**config.mk**
```make
export PLATFORM = sky130hd
export DESIGN_NAME = toom8_pointwise_sched
export DESIGN_NICKNAME = d
export VERILOG_FILES = /design/src/rtl/toom8_pointwise_sched.sv
export SDC_FILE = /design/constraint.sdc
export NUM_CORES = 1
export LEC_CHECK = 0
export CAP_MARGIN = 20
export CORE_AREA = 2 2 70 66
export CTS_CLUSTER_DIAMETER = 40
export CTS_CLUSTER_SIZE = 24
export DETAILED_ROUTE_END_ITERATION = 12
export DIE_AREA = 0 0 72 68
export PLACE_DENSITY = 0.81
export SLEW_MARGIN = 20
export SYNTH_ARGS = -nofsm -noshare
export SYNTH_HDL_FRONTEND = slang
export SYNTH_SLANG_ARGS = --single-unit
```
**constraint.sdc**
```tcl
create_clock -name clk -period 3 [get_ports clk]
set_input_delay 0.9 -clock clk [delete_from_list [all_inputs] [get_ports clk]]
set_output_delay 0.9 -clock clk [all_outputs]
set_load 0.02 [all_outputs]
```
**src/rtl/toom8_pointwise_sched.sv**
```systemverilog
// toom8_pointwise_sched
//   Shares one pipelined pointwise multiplier across the Toom-8 evaluation
//   points. On start it issues point indices 0..NUM_POINTS-1 in order over a
//   valid/ready request channel. A credit counter bounds how many requests can
//   be in flight at once. Tagged responses may return in any order, and each
//   one becomes a single-cycle write strobe into the interpolation register
//   file. After every point has been written, done pulses for one cycle. The
//   block carries no data: operand and result muxing is done outside, using
//   mul_req_idx and res_idx.
//
// Ports
//   clk, rst          clock (rising edge), asynchronous active-high reset
//   start, abort      begin a product (sampled in IDLE) / cancel the current one
//   busy, done, err   product active / one-cycle completion pulse / sticky error
//   pt_done_mask      bit i set once result i has been written
//   mul_req_*         request channel to the shared multiplier (valid/ready/idx)
//   mul_rsp_*         tagged response from the multiplier
//   res_we, res_idx   register-file write strobe and slot
//
// State | Meaning
// ------+---------------------------------------------------------------
// IDLE  | waiting for start; responses are dropped silently
// ISSUE | issuing point indices, bounded by the outstanding credit limit
// DRAIN | every index issued; waiting for the remaining responses
module toom8_pointwise_sched #(
    parameter int NUM_POINTS      = 15,
    parameter int IDX_W           = 4,
    parameter int MAX_OUTSTANDING = 4,
    parameter int CNT_W           = 3
) (
    input  logic                  clk,
    input  logic                  rst,
    input  logic                  start,
    input  logic                  abort,
    output logic                  busy,
    output logic                  done,
    output logic                  err,
    output logic [NUM_POINTS-1:0] pt_done_mask,
    output logic                  mul_req_valid,
    input  logic                  mul_req_ready,
    output logic [IDX_W-1:0]      mul_req_idx,
    input  logic                  mul_rsp_valid,
    input  logic [IDX_W-1:0]      mul_rsp_idx,
    output logic                  res_we,
    output logic [IDX_W-1:0]      res_idx
);

    typedef enum logic [1:0] {
        S_IDLE  = 2'd0,
        S_ISSUE = 2'd1,
        S_DRAIN = 2'd2
    } state_t;

    localparam logic [IDX_W-1:0] LAST_IDX = IDX_W'(NUM_POINTS - 1);
    localparam logic [CNT_W-1:0] MAX_OUT  = CNT_W'(MAX_OUTSTANDING);
    localparam logic [IDX_W:0]   NUM_PTS  = (IDX_W + 1)'(NUM_POINTS);

    state_t                  state_q, state_d;
    logic [IDX_W-1:0]        issue_ptr_q, issue_ptr_d;
    logic [CNT_W-1:0]        outstanding_q, outstanding_d;
    logic                    busy_q, busy_d;
    logic                    done_q, done_d;
    logic                    err_q, err_d;
    logic [NUM_POINTS-1:0]   mask_q, mask_d;
    logic                    res_we_q, res_we_d;
    logic [IDX_W-1:0]        res_idx_q, res_idx_d;

    logic                    req_fire;
    logic                    rsp_active;
    logic                    rsp_in_range;
    logic                    rsp_bit_set;
    logic                    rsp_legal;

    // The request channel is decoded straight from registered state. The
    // counter only rises on a handshake, so once valid goes high it cannot
    // fall until the request is accepted.
    assign mul_req_valid = (state_q == S_ISSUE) && (outstanding_q < MAX_OUT);
    assign mul_req_idx   = issue_ptr_q;
    assign req_fire      = mul_req_valid && mul_req_ready;

    assign rsp_active    = mul_rsp_valid && (state_q != S_IDLE);
    assign rsp_in_range  = ({1'b0, mul_rsp_idx} < NUM_PTS);

    // Look up the mask bit with an explicit compare loop. An out-of-range tag
    // then simply matches nothing and never indexes past the mask.
    always_comb begin
        rsp_bit_set = 1'b0;
        for (int i = 0; i < NUM_POINTS; i++) begin
            if (mul_rsp_idx == IDX_W'(i)) begin
                rsp_bit_set = mask_q[i];
            end
        end
    end

    assign rsp_legal = rsp_active && rsp_in_range && !rsp_bit_set &&
                       (outstanding_q != '0);

    always_comb begin
        state_d       = state_q;
        issue_ptr_d   = issue_ptr_q;
        outstanding_d = outstanding_q;
        busy_d        = busy_q;
        done_d        = 1'b0;
        err_d         = err_q;
        mask_d        = mask_q;
        res_we_d      = 1'b0;
        res_idx_d     = res_idx_q;

        case (state_q)
            S_IDLE: begin
                if (start) begin
                    state_d       = S_ISSUE;
                    busy_d        = 1'b1;
                    err_d         = 1'b0;
                    mask_d        = '0;
                    issue_ptr_d   = '0;
                    outstanding_d = '0;
                end
            end

            default: begin
                if (abort) begin
                    // The mask is deliberately left as it is, for post-mortem
                    // inspection.
                    state_d       = S_IDLE;
                    busy_d        = 1'b0;
                    issue_ptr_d   = '0;
                    outstanding_d = '0;
                end else begin
                    if (req_fire) begin
                        issue_ptr_d = issue_ptr_q + IDX_W'(1);
                        if (issue_ptr_q == LAST_IDX) begin
                            state_d = S_DRAIN;
                        end
                    end

                    // A handshake and a legal response in the same cycle
                    // cancel out.
                    case ({req_fire, rsp_legal})
                        2'b10:   outstanding_d = outstanding_q + CNT_W'(1);
                        2'b01:   outstanding_d = outstanding_q - CNT_W'(1);
                        default: outstanding_d = outstanding_q;
                    endcase

                    if (rsp_legal) begin
                        res_we_d  = 1'b1;
                        res_idx_d = mul_rsp_idx;
                        for (int i = 0; i < NUM_POINTS; i++) begin
                            if (mul_rsp_idx == IDX_W'(i)) begin
                                mask_d[i] = 1'b1;
                            end
                        end
                    end else if (rsp_active) begin
                        err_d = 1'b1;
                    end

                    // This tests the registered mask, so done lands one cycle
                    // after the final write strobe.
                    if ((state_q == S_DRAIN) && (&mask_q)) begin
                        state_d = S_IDLE;
                        done_d  = 1'b1;
                        busy_d  = 1'b0;
                    end
                end
            end
        endcase
    end

    always_ff @(posedge clk or posedge rst) begin
        if (rst) begin
            state_q       <= S_IDLE;
            issue_ptr_q   <= '0;
            outstanding_q <= '0;
            busy_q        <= 1'b0;
            done_q        <= 1'b0;
            err_q         <= 1'b0;
            mask_q        <= '0;
            res_we_q      <= 1'b0;
            res_idx_q     <= '0;
        end else begin
            state_q       <= state_d;
            issue_ptr_q   <= issue_ptr_d;
            outstanding_q <= outstanding_d;
            busy_q        <= busy_d;
            done_q        <= done_d;
            err_q         <= err_d;
            mask_q        <= mask_d;
            res_we_q      <= res_we_d;
            res_idx_q     <= res_idx_d;
        end
    end

    assign busy         = busy_q;
    assign done         = done_q;
    assign err          = err_q;
    assign pt_done_mask = mask_q;
    assign res_we       = res_we_q;
    assign res_idx      = res_idx_q;

endmodule
```
==> metrics.yaml <==
status: "finished, final reports clean"
synth_edf_count: 0
nets: 277
seq_power_share_pct: 38.8
startpoint_type: "input pin"
synth_area_leaders: "dfrtp_1 (42%), nand2_1 (5.0%), o21ai_0 (4.8%), o21ai_2 (4.2%), nand4_1 (3.3%)"
ys_top_cells_by_count: "dfrtp_1 (32), nand2_1 (25), o21ai_0 (18)"
clkTransAtPathRegs_ns: 0.07
die_x_um: 72
antenna_cells: 0
end_kind: "register"
powerDensity_nw_per_um2: 438.0
crit_fanout: 4
numPortBuffers: 37
required_ns: 3.19
met3_usage_pct: 5.596
switching_share_pct: 26.78
cts_tree: "built"
via_count: 1764
p_comb_share_pct: 23.5
cp_top_family: "buffers and inverters"
synth.top_cell.area_share_pct: 42.50
die_area_um2: 4896
postCtsHoldBufs: 0
grt_max_degree: 33
antenna_found_initial: 0
drc: 0
min_path_type: "reg2reg"
grt_pass1_wl_mm: 8.335
dr.pass1.iters: 4
crit_chain: "clkbuf_2 > buf_6 > buf_4 > buf_4 > nor2_1 > nand2_1 > o21ai_2 > o21bai_4 > o21bai_4 > inv_2 > ha_4 > fa_2 > xnor2_2 > nor2_2 > nor2_1 > o21ai_1 > o21ai_1"
grt_overflow: 0
setup_viol: 0
multi_input_area_um2: 1054
clock_path_buffers: 2
io_pins: 38
fmax_ghz: 0.3437
power_frac_clock_pct: 37.7
busiest_layer: "met2"
maxCapViolCount: 0
std_cell_rows: 23
crit_slowest_cell: "fa_2"
p_switching_uw: 324.1
ys_ff_latch: 32
grtUsageTotal_pct: 22.58
synth_area_um2: 1884
syn_avg_cell_area_um2: 9.814
arrival_ns: 3.10
seqCellArea_um2: 800.8
period_minus_slack_ns: 2.909
ys_seq_area_share_pct: 42.50
p_int_uw: 886.0
slew_violations: 0
cp_slowest_stage_delay_ns: 0.37
viasPerCell: 5.618
h-tree-depth: 2
yosys_warnings: 0
crit_type: "in2reg"
finalHoldViolCount: 0
clk_latency_ns: 0.30
final_antenna_net_count: 0
yosysMostFrequentCell: "dfrtp_1"
area_growth_syn_to_layout_pct: 46.61
globalplace.congestion: 0.8790
cts_buffers: 5
use_met2_pct: 37.85
path_buf_inv: 5
drt_iter0_drc: 135
initial_core_util_pct: 44.54
synth_ff_type: "dfrtp_1"
utilization_pct: 65.31
async_reset_ff_share_pct: 100.0
n_fill_cell: 328
cts_root_buffer: "clkbuf_8"
p_leak_uw: 0.001228
synth_cells: 192
wl_mm: 5.169
coreArea_um2: 4230
whs_ns: 0.4975
grt_pass1_vias: 1755
max-slew-margin-rel_pct: 62.59
wl_per_cell_um: 16.46
ir_drop_v: 0.0002320
clock-skew-final_ns: 0.007651
synth_cell_types: 51
gr-usage-met1_pct: 27.24
cts.sinks: 32
post-dp-hpwl_mm: 3.420
chipHeight_um: 68
drive_above_1_share_pct: 33.33
timing.final.crit_share_pct: 96.98
synth_top_cell_by_area: "dfrtp_1"
tightest_slew_ns: 0.5569
synth_nets: 206
==> flip-flops by register name (all words and copies together) (netlist names) <==
signal	count
err	1
res_idx	4
pt_done_mask	15
state_q	2
mul_req_idx	4
outstanding_q	3
busy	1
res_we	1
done	1
==> per-stage QoR <==
stage	std cells	setup TNS (ns)	total power [uW]	cell area [um^2]	setup slack [ns]
global placement	295	-1.955	727.2	2491	-0.5520
floorplan	192	-0.2930	627.1	1926	-0.2291
global route	314	-0.01907	1257	2763	-0.01907
detailed placement	295	-2.182	733.9	2491	-0.5632
CTS	313	0	1202	2716	0.004065
finish	314	0	1210	2763	0.09073
==> power groups by stage <==
| stage | clock network (uW) | logic [uW] | registers [uW] |
|---|---|---|---|
| global route | 481 | 304 | 472 |
| finish | 457 | 284 | 470 |
| detailed placement | 0 | 257 | 477 |
| CTS | 459 | 273 | 470 |
| global placement | 0 | 251 | 476 |
| floorplan | 0 | 133 | 494 |
==> worst register-to-register path, cell delays in order (launching register included) <==
cell,delay [ns]
dfrtp_1,0.39
nor2b_1,0.22
o311ai_1,0.13
buf_4,0.16
o21ai_2,0.07
o21bai_4,0.08
o21bai_4,0.15
inv_2,0.06
ha_4,0.16
fa_2,0.37
xnor2_2,0.15
nor2_2,0.13
nor2_1,0.06
o21ai_1,0.11
o21ai_1,0.07
==> cell type report <==
class                           count  share of cell area (%)
Multi-Input combinational cell    142                   38.13
Sequential cell                    32                   28.99
Timing Repair Buffer               76                   25.23
Clock buffer                        7                   3.487
Tap cell                           50                   2.264
Clock inverter                      1                   1.087
Inverter                            6                  0.8152
==> layout by cell type (no fill, tap or decap), types with 3 or more instances in the layout <==
master           Yosys  final
buf_4                2     36
clkdlybuf4s50_1      0     33
dfrtp_1             32     32
nand2_1             25     25
o21ai_0             18     13
nand3_1             11     11
o21ai_2              9     11
nand4_1             10     10
nor2_1              10      9
clkbuf_8             0      7
inv_1                6      5
nor3b_1              4      4
mux2_4               4      4
nor3_1               3      3
a21o_1               3      3
nor2b_4              1      3
o21ai_1              0      3
buf_6                4      3
==> timing repair <==
item	CTS	global route
setup endpoints to repair	3	2
setup buffers	8	3
hold endpoints to repair	0	0
gates resized for setup	16	15
cloned	2	0
pin swaps	7	13
==> routing by layer <==
metal	share of wire, %	vias to the layer above
li1	-	834
met5	0	-
met2	48	60
met4	2.1	0
met3	5.4	12
met1	44	858
==> path summary, 6_finish.rpt <==
check / end / cells after the start / startpoint / slack [ns]
worst max-delay path: outstanding_q[2]$_DFFE_PP0P_ / 17 / mul_rsp_idx[2] / 0.09
worst min-delay path: outstanding_q[2]$_DFFE_PP0P_ / 1 / outstanding_q[2]$_DFFE_PP0P_ / 0.50
worst max register to register: outstanding_q[2]$_DFFE_PP0P_ / 14 / pt_done_mask[12]$_DFFE_PP0P_ / 0.58
worst min register to register: outstanding_q[2]$_DFFE_PP0P_ / 1 / outstanding_q[2]$_DFFE_PP0P_ / 0.50
max in group asynchronous: pt_done_mask[11]$_DFFE_PP0P_ / 3 / rst / 1.72
min in group asynchronous: mul_req_idx[1]$_DFFE_PP0P_ / 3 / rst / 0.98
==> kinds of logic (layout without fill, tap and decap cells) <==
family	count (synthesis)	after routing	synth area share, %
muxes	7	7	5.511
AOI/OAI and AO/OA	48	48	19.32
adders and majority gates	4	4	3.055
buffers and inverters	18	90	5.776
DFF	32	32	42.50
xor gates and xnor gates	2	2	0.9298
and+or+nand+nor	81	81	22.91
No activity file was read; power rests on OpenSTA's default activity.
